`config.mk`:
```
export PLATFORM = sky130hd
export DESIGN_NAME = iomem_fabric
export DESIGN_NICKNAME = d
export VERILOG_FILES = /design/src/rtl/iomem_fabric.sv
export SDC_FILE = /design/constraint.sdc
export NUM_CORES = 1
export LEC_CHECK = 0
export ABC_AREA = 1
export CAP_MARGIN = 10
export CORE_AREA = 2 2 132 134
export CTS_CLUSTER_DIAMETER = 120
export DETAILED_ROUTE_END_ITERATION = 16
export DIE_AREA = 0 0 134 136
export MAX_ROUTING_LAYER = met4
export PLACE_DENSITY = 0.71
export SETUP_SLACK_MARGIN = 0.15
export SLEW_MARGIN = 20
export SYNTH_ARGS = -nofsm -noshare
export SYNTH_HDL_FRONTEND = slang
export SYNTH_SLANG_ARGS = --single-unit
```
`constraint.sdc`:
```
create_clock -name clk -period 4 [get_ports clk]
set_input_delay 0.8 -clock clk [delete_from_list [all_inputs] [get_ports clk]]
set_output_delay 0.8 -clock clk [all_outputs]
set_load 0.01 [all_outputs]
```
`src/rtl/iomem_fabric.sv`:
```
// iomem_fabric
//   PicoSoC iomem interconnect. Decodes the slot field of iomem_addr
//   against NUM_SLAVES slot IDs, forwards the request to one slave, and
//   returns that slave's registered response to the core. Unmapped
//   addresses and slaves that stay silent for TIMEOUT_CYCLES cycles are
//   completed with a zero read value and a one-cycle err_irq, so a
//   missing peripheral can never hang the core.
//
// Ports
//   clk, reset                      clock, synchronous active-high reset
//   iomem_valid/ready/wstrb/addr/wdata/rdata
//                                   core-side request / response
//   s_valid [N]                     per-slot request (one-hot or zero)
//   s_ready [N], s_rdata [32*N]     per-slot completion and read data
//   s_wstrb/s_addr/s_wdata          combinational pass-through of the request
//   err_irq                         one-cycle pulse on decode miss or timeout
//   err_addr, err_timeout           address / kind of the most recent error
module iomem_fabric #(
  parameter int                    NUM_SLAVES     = 4,
  parameter int                    SEL_MSB        = 31,
  parameter int                    SEL_LSB        = 24,
  parameter logic [8*NUM_SLAVES-1:0] SLOT_IDS     = {8'h07, 8'h05, 8'h04, 8'h03},
  parameter logic [NUM_SLAVES-1:0] ALWAYS_READY   = 4'b0110,
  parameter int                    TIMEOUT_CYCLES = 255
) (
  input  logic                    clk,
  input  logic                    reset,
  input  logic                    iomem_valid,
  output logic                    iomem_ready,
  input  logic [3:0]              iomem_wstrb,
  input  logic [31:0]             iomem_addr,
  input  logic [31:0]             iomem_wdata,
  output logic [31:0]             iomem_rdata,
  output logic [NUM_SLAVES-1:0]   s_valid,
  input  logic [NUM_SLAVES-1:0]   s_ready,
  input  logic [32*NUM_SLAVES-1:0] s_rdata,
  output logic [3:0]              s_wstrb,
  output logic [31:0]             s_addr,
  output logic [31:0]             s_wdata,
  output logic                    err_irq,
  output logic [31:0]             err_addr,
  output logic                    err_timeout
);

  localparam int FW    = SEL_MSB - SEL_LSB + 1;
  localparam int SEL_W = (NUM_SLAVES > 1) ? $clog2(NUM_SLAVES) : 1;
  localparam int CNT_W = $clog2(TIMEOUT_CYCLES + 1);
  localparam logic [CNT_W-1:0] CNT_LAST = CNT_W'(TIMEOUT_CYCLES - 1);
  localparam logic [CNT_W-1:0] CNT_MAX  = {CNT_W{1'b1}};

  typedef enum logic [1:0] {IDLE, ACTIVE, RESP} state_t;

  state_t            state_reg, state_next;
  logic [SEL_W-1:0]  sel_reg, sel_next;
  logic [CNT_W-1:0]  count_reg, count_next;
  logic [31:0]       rdata_reg, rdata_next;
  logic [31:0]       err_addr_reg, err_addr_next;
  logic              err_irq_reg, err_irq_next;
  logic              err_timeout_reg, err_timeout_next;

  logic [FW-1:0]         field;
  logic [NUM_SLAVES-1:0] hit;
  logic [SEL_W-1:0]      hit_idx;
  logic                  hit_any;
  logic                  sel_ready;
  logic [31:0]           sel_rdata;

  // Address decode: one comparator per slot.
  assign field = iomem_addr[SEL_MSB:SEL_LSB];

  generate
    for (genvar gi = 0; gi < NUM_SLAVES; gi++) begin : g_decode
      assign hit[gi]     = (field == SLOT_IDS[8*gi +: FW]);
      assign s_valid[gi] = (state_reg == ACTIVE) && (sel_reg == SEL_W'(gi));
    end
  endgenerate

  // Lowest matching index wins: scan downwards so the last assignment is the lowest hit.
  always_comb begin
    hit_idx = '0;
    hit_any = 1'b0;
    for (int i = NUM_SLAVES - 1; i >= 0; i--) begin
      if (hit[i]) begin
        hit_idx = SEL_W'(i);
        hit_any = 1'b1;
      end
    end
  end

  // Only the selected slot's ready/rdata are ever looked at.
  assign sel_ready = s_ready[sel_reg] | ALWAYS_READY[sel_reg];
  assign sel_rdata = s_rdata[32*sel_reg +: 32];

  always_comb begin
    state_next       = state_reg;
    sel_next         = sel_reg;
    count_next       = count_reg;
    rdata_next       = rdata_reg;
    err_addr_next    = err_addr_reg;
    err_timeout_next = err_timeout_reg;
    err_irq_next     = 1'b0;

    case (state_reg)
      IDLE: begin
        if (iomem_valid) begin
          if (hit_any) begin
            sel_next   = hit_idx;
            count_next = '0;
            state_next = ACTIVE;
          end else begin
            rdata_next       = '0;
            err_irq_next     = 1'b1;
            err_addr_next    = iomem_addr;
            err_timeout_next = 1'b0;
            state_next       = RESP;
          end
        end
      end
      ACTIVE: begin
        count_next = (count_reg == CNT_MAX) ? count_reg : count_reg + 1'b1;
        // A slave that answers in the timeout cycle still wins over the abort.
        if (sel_ready) begin
          rdata_next = sel_rdata;
          state_next = RESP;
        end else if (count_reg == CNT_LAST) begin
          rdata_next       = '0;
          err_irq_next     = 1'b1;
          err_addr_next    = iomem_addr;
          err_timeout_next = 1'b1;
          state_next       = RESP;
        end else if (!iomem_valid) begin
          state_next = IDLE;
        end
      end
      RESP: begin
        state_next = IDLE;
      end
      default: begin
        state_next = IDLE;
      end
    endcase
  end

  always_ff @(posedge clk) begin
    if (reset) begin
      state_reg       <= IDLE;
      sel_reg         <= '0;
      count_reg       <= '0;
      rdata_reg       <= '0;
      err_addr_reg    <= '0;
      err_irq_reg     <= 1'b0;
      err_timeout_reg <= 1'b0;
    end else begin
      state_reg       <= state_next;
      sel_reg         <= sel_next;
      count_reg       <= count_next;
      rdata_reg       <= rdata_next;
      err_addr_reg    <= err_addr_next;
      err_irq_reg     <= err_irq_next;
      err_timeout_reg <= err_timeout_next;
    end
  end

  assign iomem_ready = (state_reg == RESP);
  assign iomem_rdata = rdata_reg;
  assign err_irq     = err_irq_reg;
  assign err_addr    = err_addr_reg;
  assign err_timeout = err_timeout_reg;

  assign s_wstrb = iomem_wstrb;
  assign s_addr  = iomem_addr;
  assign s_wdata = iomem_wdata;

endmodule

```
==> Yosys cells after proc, flatten, opt, wreduce, memory -nomap -nowiden <==
Cells that the tools add are included.
Widths: inputs -> output; s select.
{ "op_classes": {"n_mux": 42, "reduce_logical": 12, "bitwise_logic": 1, "shifts": 1, "order_cmp": 1, "n_eq_ne": 19, "addsub": 1} }
{ "ops": {"columns": ["cell", "n"], "rows": [
  ["$mux 32", 8],
  ["$pmux 32 s2", 2],
  ["$shiftx 128x8->32", 1],
  ["$eq 8x3->1 const B", 3],
  ["$mux 8", 3],
  ["$mux 2", 9],
  ["$eq 8x8->1 const B", 2],
  ["$pmux 8 s2", 1],
  ["$mux 1", 14],
  ["$ne 2x2->1 const B", 5],
  ["$add 8x1->8 const B", 1],
  ["$eq 8x2->1 const B", 1],
  ["$reduce_and 4->1", 2],
  ["$eq 2x2->1 const B", 3],
  ["$reduce_and 5->1", 1],
  ["$bmux 1 s2", 2],
  ["$eq 2x1->1 const B", 2],
  ["$logic_and 1x1->1", 4],
  ["$logic_not 2->1", 2],
  ["$ne 4x3->1 const B", 1],
  ["$pmux 1 s2", 2],
  ["$pmux 2 s2", 1],
  ["$lt 2x3->1 const B", 1],
  ["$ne 3x2->1 const B", 1],
  ["5 further kinds", 5]
]} }
{ "totals": {"inputBits": 203, "register_bits": 78, "wordCells": 84, "output_inout_bits": 139} }

==> Depth between registers and ports, before layout <==
Gate-level depths: netlist (run 1).
{ "depth": {"ltp_word": 8, "mapped_depth": 12, "mapped_depth_nobuf": 11} }

==> Worst setup path after synthesis (run 1) <==
Ideal clock, no wire load.
{ "synth_path": {"path_type": "register to output", "start": "register sel_reg[0]", "end": "output port s_valid[0]", "t_arrival_ns": 1.228, "path_buffers": 2, "path_slack_ns": 1.972, "path_stages_with_launch": 7, "required_time_ns": 3.200, "path_cell_list": "dfxtp_1 inv_2 buf_2 clkbuf_1 ha_1 inv_1 nor2_1"} }
{ "synth_via": {"elab_chain_len": 2} }
{ "synth_lines": {"columns": ["element", "line", "text"], "rows": [
  ["from (decl)", "54", "logic [SEL_W-1:0] sel_reg, sel_next;"],
  ["from (signal assigned)", "155", "sel_reg <= sel_next;"],
  ["$logic_not 2->1", "74", "assign s_valid[gi] = (state_reg == ACTIVE) && (sel_reg == SEL_W'(gi));"],
  ["$logic_and 1x1->1", "74", null],
  ["to (decl)", "34", "output logic [NUM_SLAVES-1:0] s_valid,"]
]} }
Every way passes these cells.

==> Worst setup path in the final report (run 1) <==
{ "layout_path": {"start": "register sel_reg[0]", "end": "output port s_valid[3]"} }
{ "layout_via": {"elab_chain_len": 2} }
{ "layout_lines": {"columns": ["element", "line"], "rows": [
  ["$eq 2x2->1", "74"],
  ["$logic_and 1x1->1", "74"]
]} }
Every way passes these cells.

==> results_dict.tcl, run 1 <==
set metrics [dict create \
    cp-start-kind "register" \
    grt.overflow.total 0 \
    r2r-start "sel_reg[0]" \
    grt_use_total_pct 18.7 \
    die_height_um 136 \
    maxSlewViolCount 0 \
    gp_congestion 0.776 \
    clk-insertion-delay-late_ns 0.34 \
    yosysSeqAreaShare_pct 29.7 \
    numCtsBuffers 9 \
    portBuffers 269 \
    synth_top_family_by_area "simple AND/OR/NAND/NOR gates" \
    setup_violations 0 \
    routed_wl_um 17300 \
    slowest_stage "dfxtp_2" \
    synth_edf_count 0 \
    hold_depth 2 \
    worstMarginPinSlew_ns 0.784 \
    cts.clk_slew.worst_paths_ns 0.06 \
    num_vias 5797 \
    cp.depth 5 \
    synthSimpleGateAreaFrac_pct 32.6 \
    pre_cts_ws_ns 1.08 \
    wl_per_cell_um 13.9 \
    whs_ns 0.483 \
    slew_headroom_pct 47.7 \
    async_reset_ff_share_pct 0 \
    ant_nets 0 \
    grt-busiest-layer "met2" \
    crit_buf_inv 3 \
    use_met2_pct 31.4 \
    rows 48 \
    use_met1_pct 21.2 \
    critPathLaunch "sel_reg[0]" \
    critPathRequiredTime_ns 3.20 \
    status "completed" \
    period_needed_ns 3.20 \
    cts_resized 0 \
    dieArea_mm2 0.0182 \
    cts_setup_buffers 0 \
    dp_hpwl_um 12500 \
    leakage_uw 0.00325 \
    worstPathCellList "buf_4 > ha_1 > inv_1 > nor2_1 > clkdlybuf4s50_1" \
    ir_drop_mv 0.164 \
    hold_class "register to register" \
    fin_ws_ns 0.796 \
    cts_tree "done" \
    start_util_pct 31.1 \
    n_antenna_cell 0 \
    core_region_area_mm2 0.0169 \
    fin_worst_skew_ns 0.00726 \
    cp_slowest_stage_delay_ns 0.57 \
    antenna_found_initial 0 \
    yosys_warnings 0 \
    clock_tree.buffer_depth 2 \
    synth.net_count 1062 \
    grt_util_met3_pct 5.82 \
    finalHoldViolCount 0 \
    hold_buffers 0 \
    worstHoldEndpoint "err_addr[31]" \
    synth_area_leaders "dfxtp_1, nor2_1, buf_4" \
    cts.sinks 78 \
    syn_inst 853 \
    synth-xor-area-share_pct 0 \
    root_buffer "clkbuf_16" \
    io_pins 342 \
    min_period_over_period_pct 80.1 \
    area_growth_pct 48.8 \
    yosysMostFrequentCell "nor2_1" \
    ys_ff_latch 78 \
    yosys.area.top_type "dfxtp_1" \
    synthFlopType "dfxtp_1" \
    yosysUniqueCellTypes 29 \
    critPathArrivalTime_ns 2.40 \
    final_layout_size_suffix_gt1_share_pct 4.40 \
    hold_path_startpoint "err_addr[31]" \
    path_max_fanout 52 \
    r2r-end "iomem_rdata[18]" \
    remaining_drc_errors 0 \
    grt_pass1_wl_um 26400 \
    synthMuxAreaShare_pct 0 \
    cts_max_level 3 \
    reg2regPathDepth 10 \
    grt_max_degree 66 \
    final_nets 1228 \
    rsz0062_at_grt "false" \
    syn_area_mm2 0.00525 \
    synth_commonest_cells "nor2_1, nand2_1, nand3_1, o21ai_0, inv_1" \
    die_x_um 134 \
    drt_iter0_drc 225 \
    maxCapViolCount 0 \
    power_density_mw_per_mm2 289 \
    synth_top_area_share_pct 29.7 \
    path_class "register to output pin" \
    timing.fmax_ghz 0.312 \
    power_uw 2260 \
    r2r_slack_ns 1.15 \
    cp-end-kind "output pin" \
    grt_pass1_vias 5249 \
    syn-mean-instance-area_um2 6.15 \
    synth_compound_area_share_pct 14.7 \
    tns_ns 0 \
    synthAdderAreaFrac_pct 1.43 \
    drtPass1Iterations 4 \
    via_per_inst 4.65 \
    path_delay_family "buffers and inverters" \
]
cells by family (layout without fill, tap and decap cells):
logic type | count (synthesis) | in the layout
adder cells (fa/ha/maj) | 6 | 6
AND/OR/NAND/NOR | 400 | 400
AO/OA/AOI/OAI | 152 | 152
buffers and inverters | 217 | 387
flip-flops | 78 | 78
metal layers:
layer	part of all wire, %	vias to the layer above	wire, um
li1	-	2969	-
met1	42	2579	7300
met2	48	232	8290
met3	8.9	17	1540
met4	1.3	0	218
met5	0	-	0
power breakdown:
part           switching [uW]  total (uW)  internal (uW)
combinational             260         590            330
clock                     328         807            479
sequential               29.6         860            831
area by class of cell:
| class | instances | area (um2) |
|---|---|---|
| Inverter | 92 | 345 |
| Clock buffer | 9 | 225 |
| Sequential cell | 78 | 1560 |
| Clock inverter | 6 | 62.6 |
| Timing Repair Buffer | 280 | 2780 |
| Tap cell | 225 | 282 |
| Fill cell | 1727 | 9070 |
| Multi-Input combinational cell | 558 | 2560 |
worst min-delay path, cell delays in order (launching register included):
cell and delay, ns:
dfxtp_1 0.31, nand3_1 0.07, a21oi_1 0.06
cells in the final DEF (no fill, tap or decap):
| cell type | count |
|---|---|
| clkinv_4 | 1 |
| inv_1 | 83 |
| clkbuf_16 | 9 |
| nand4_1 | 3 |
| or2_2 | 1 |
| clkdlybuf4s50_1 | 269 |
| inv_6 | 1 |
| nor2_2 | 3 |
| and2_1 | 1 |
| ha_1 | 6 |
| nand2_1 | 125 |
| clkinv_1 | 6 |
| nor2_1 | 152 |
| nand4_2 | 1 |
| dfxtp_1 | 77 |
| dfxtp_2 | 1 |
| nand2_2 | 5 |
| nand3_2 | 1 |
| nor2_4 | 1 |
| clkinv_2 | 3 |
| a21oi_1 | 46 |
| bufinv_16 | 1 |
| o21bai_1 | 1 |
| nand2_4 | 1 |
| inv_2 | 3 |
| nand3_1 | 105 |
| a31o_2 | 1 |
| buf_4 | 11 |
| o21ai_1 | 10 |
| o21ai_0 | 93 |
| o211ai_1 | 1 |
| nand4_4 | 1 |
how the worst max path moves through the flow:
stage	endpoint	slack (ns)
finish	s_valid[3]	0.80
detailed placement	iomem_rdata[19]	1.08
global route	s_valid[3]	0.65
global placement	iomem_rdata[9]	1.11
CTS	s_valid[3]	0.77
floorplan	s_valid[0]	1.97
per-stage QoR:
stage	cells	cell area (um2)	utilization, %
final	1248	7810	46.3
after detailed placement	1233	7520	44.6
after global routing	1248	7810	46.3
after floorplan	853	5250	-
after CTS	1248	7810	46.3
after global placement	1233	7520	44.6
No activity file was read; power rests on OpenSTA's default activity.
==> run 2: changes to the inputs <==
- CORE_AREA: 2 2 132 134 -> 2 2 134 136
- DIE_AREA: 0 0 134 136 -> 0 0 136 138
- PLACE_DENSITY: 0.71 -> 0.69
- clock period: 4 -> 3.2 ns (I/O delays scaled with it)
==> run 2 against run 1 <==
Against the previous run:
- setup slack got worse by 0.17 ns
- largest power group is now clock
- highest routed layer unchanged
- critical path type unchanged
- sequential share of layout area fell by 0.14 points
- clock skew rose by 0.00088 ns
- global-route usage rose by 0.46 points
==> results_dict.tcl, run 2 (synthesis results as in run 1) <==
set metrics [dict create \
    status "completed" \
    path_max_fanout 32 \
    seq_area_mm2 0.00156 \
    clock_tree.buffer_depth 2 \
    cp-end-kind "output pin" \
    wl_per_cell_um 14.5 \
    critPathLaunch "sel_reg[0]" \
    ant_nets 0 \
    antenna_found_initial 1 \
    worstPathCellList "buf_4 > ha_1 > inv_1 > nor2_1 > clkdlybuf4s50_1" \
    seqPwrFrac_pct 36.8 \
    reg2regPathDepth 9 \
    cts_max_level 3 \
    crit_buf_inv 3 \
    hold_class "register to register" \
    rsz0062_at_grt "false" \
    num_vias 5822 \
    cell_internal_pwr_uw 2140 \
    cts_setup_buffers 0 \
    period_needed_ns 2.58 \
    tns_ns 0 \
    final_layout_size_suffix_gt1_share_pct 4.39 \
    die_x_um 136 \
    fillers 1820 \
    worstHoldEndpoint "err_addr[1]" \
    maxSlewViolCount 0 \
    fin_worst_skew_ns 0.00814 \
    hold_path_startpoint "err_addr[1]" \
    root_buffer "clkbuf_16" \
    io_pins 342 \
    clkPwrFrac_pct 37.8 \
    area_growth_pct 49.9 \
    grt.overflow.total 0 \
    ir_drop_mv 0.267 \
    post_dp_cell_area_mm2 0.00755 \
    r2r-start "sel_reg[0]" \
    dp_hpwl_um 13300 \
    grt_max_degree 65 \
    path_delay_family "buffers and inverters" \
    maxCapViolCount 0 \
    cts_tree "done" \
    gp_congestion 0.826 \
    core_region_area_mm2 0.0175 \
    post-route-util_pct 44.9 \
    remaining_drc_errors 0 \
    final_area_mm2 0.00787 \
    clk-insertion-delay-late_ns 0.33 \
    dieArea_mm2 0.0188 \
    setup_violations 0 \
    cts.sinks 78 \
    hold_buffers 0 \
    r2r_slack_ns 1.01 \
    leakage_uw 0.00326 \
    layout_commonest_cell "clkdlybuf4s50_1" \
    hold_depth 2 \
    r2r-end "iomem_rdata[9]" \
    drt_iter0_drc 213 \
    final_nets 1229 \
    critPathArrivalTime_ns 1.94 \
    numCtsBuffers 9 \
    grt_use_total_pct 19.2 \
    rows 49 \
    whs_ns 0.484 \
    finalHoldViolCount 0 \
    drtPass1Iterations 5 \
    multi_input_area_mm2 0.00256 \
    portBuffers 269 \
    power_density_mw_per_mm2 371 \
    cts.clk_slew.worst_paths_ns 0.06 \
    switchingPower_uw 781 \
    cp-start-kind "register" \
    die_height_um 138 \
    most-common-layout-cells "clkdlybuf4s50_1, nor2_1, nand2_1" \
    grt_pass1_wl_um 27800 \
    cp_slowest_stage_delay_ns 0.59 \
    start_util_pct 29.9 \
    worstMarginPinSlew_ns 0.759 \
    slew_headroom_pct 49.4 \
    min_period_over_period_pct 80.5 \
    timing.fmax_ghz 0.388 \
    path_class "register to output pin" \
    via_per_inst 4.64 \
    swShare_pct 26.7 \
    routed_wl_um 18200 \
    slowest_stage "clkdlybuf4s50_1" \
    critPathRequiredTime_ns 2.56 \
    power_frac_comb_pct 25.4 \
    grt_pass1_vias 5523 \
    cts_resized 0 \
]
[run 2: area by class of cell]
type                    count  area share, %
multi-input cells         558           32.5
well taps                 229           3.64
flip-flops and latches     78           19.9
repair buffers            281           35.5
clock inverters             5           1.07
diodes                      1         0.0318
inverters                  92           4.39
clock buffers              11           2.96
[run 2: metrics by stage]
step	std cells	total power, uW	worst slack (ns)
after floorplan	853	1470	1.28
after global placement	1238	1840	0.464
after detailed placement	1238	1840	0.422
after CTS	1254	2970	0.585
after global routing	1255	3090	0.501
final	1255	2920	0.625
[run 2: worst max path at each step]
stage	to	cells after the start
global placement	iomem_rdata[18]	10
finish	s_valid[1]	5
global route	s_valid[1]	5
floorplan	iomem_rdata[11]	12
detailed placement	iomem_rdata[9]	10
CTS	s_valid[1]	5
[run 2: worst min-delay path, cell delays in order, from the launching register on]
cell	delay [ns]
dfxtp_1	0.31
nand3_1	0.07
a21oi_1	0.06
[run 2: per-layer routing]
metal / global-route usage, % / vias to the layer above / part of all wire, %
li1: - / 2973 / -
met5: - / - / 0
met4: 6.96 / 0 / 2.3
met3: 4.77 / 21 / 7.9
met2: 32.7 / 229 / 49
met1: 21.5 / 2599 / 41
[run 2: power groups by stage]
stage | logic (uW) | clock network, uW | registers, uW
finish | 742 | 1100 | 1080
CTS | 751 | 1140 | 1080
global route | 816 | 1190 | 1080
floorplan | 350 | 0 | 1120
detailed placement | 746 | 0 | 1100
global placement | 743 | 0 | 1100
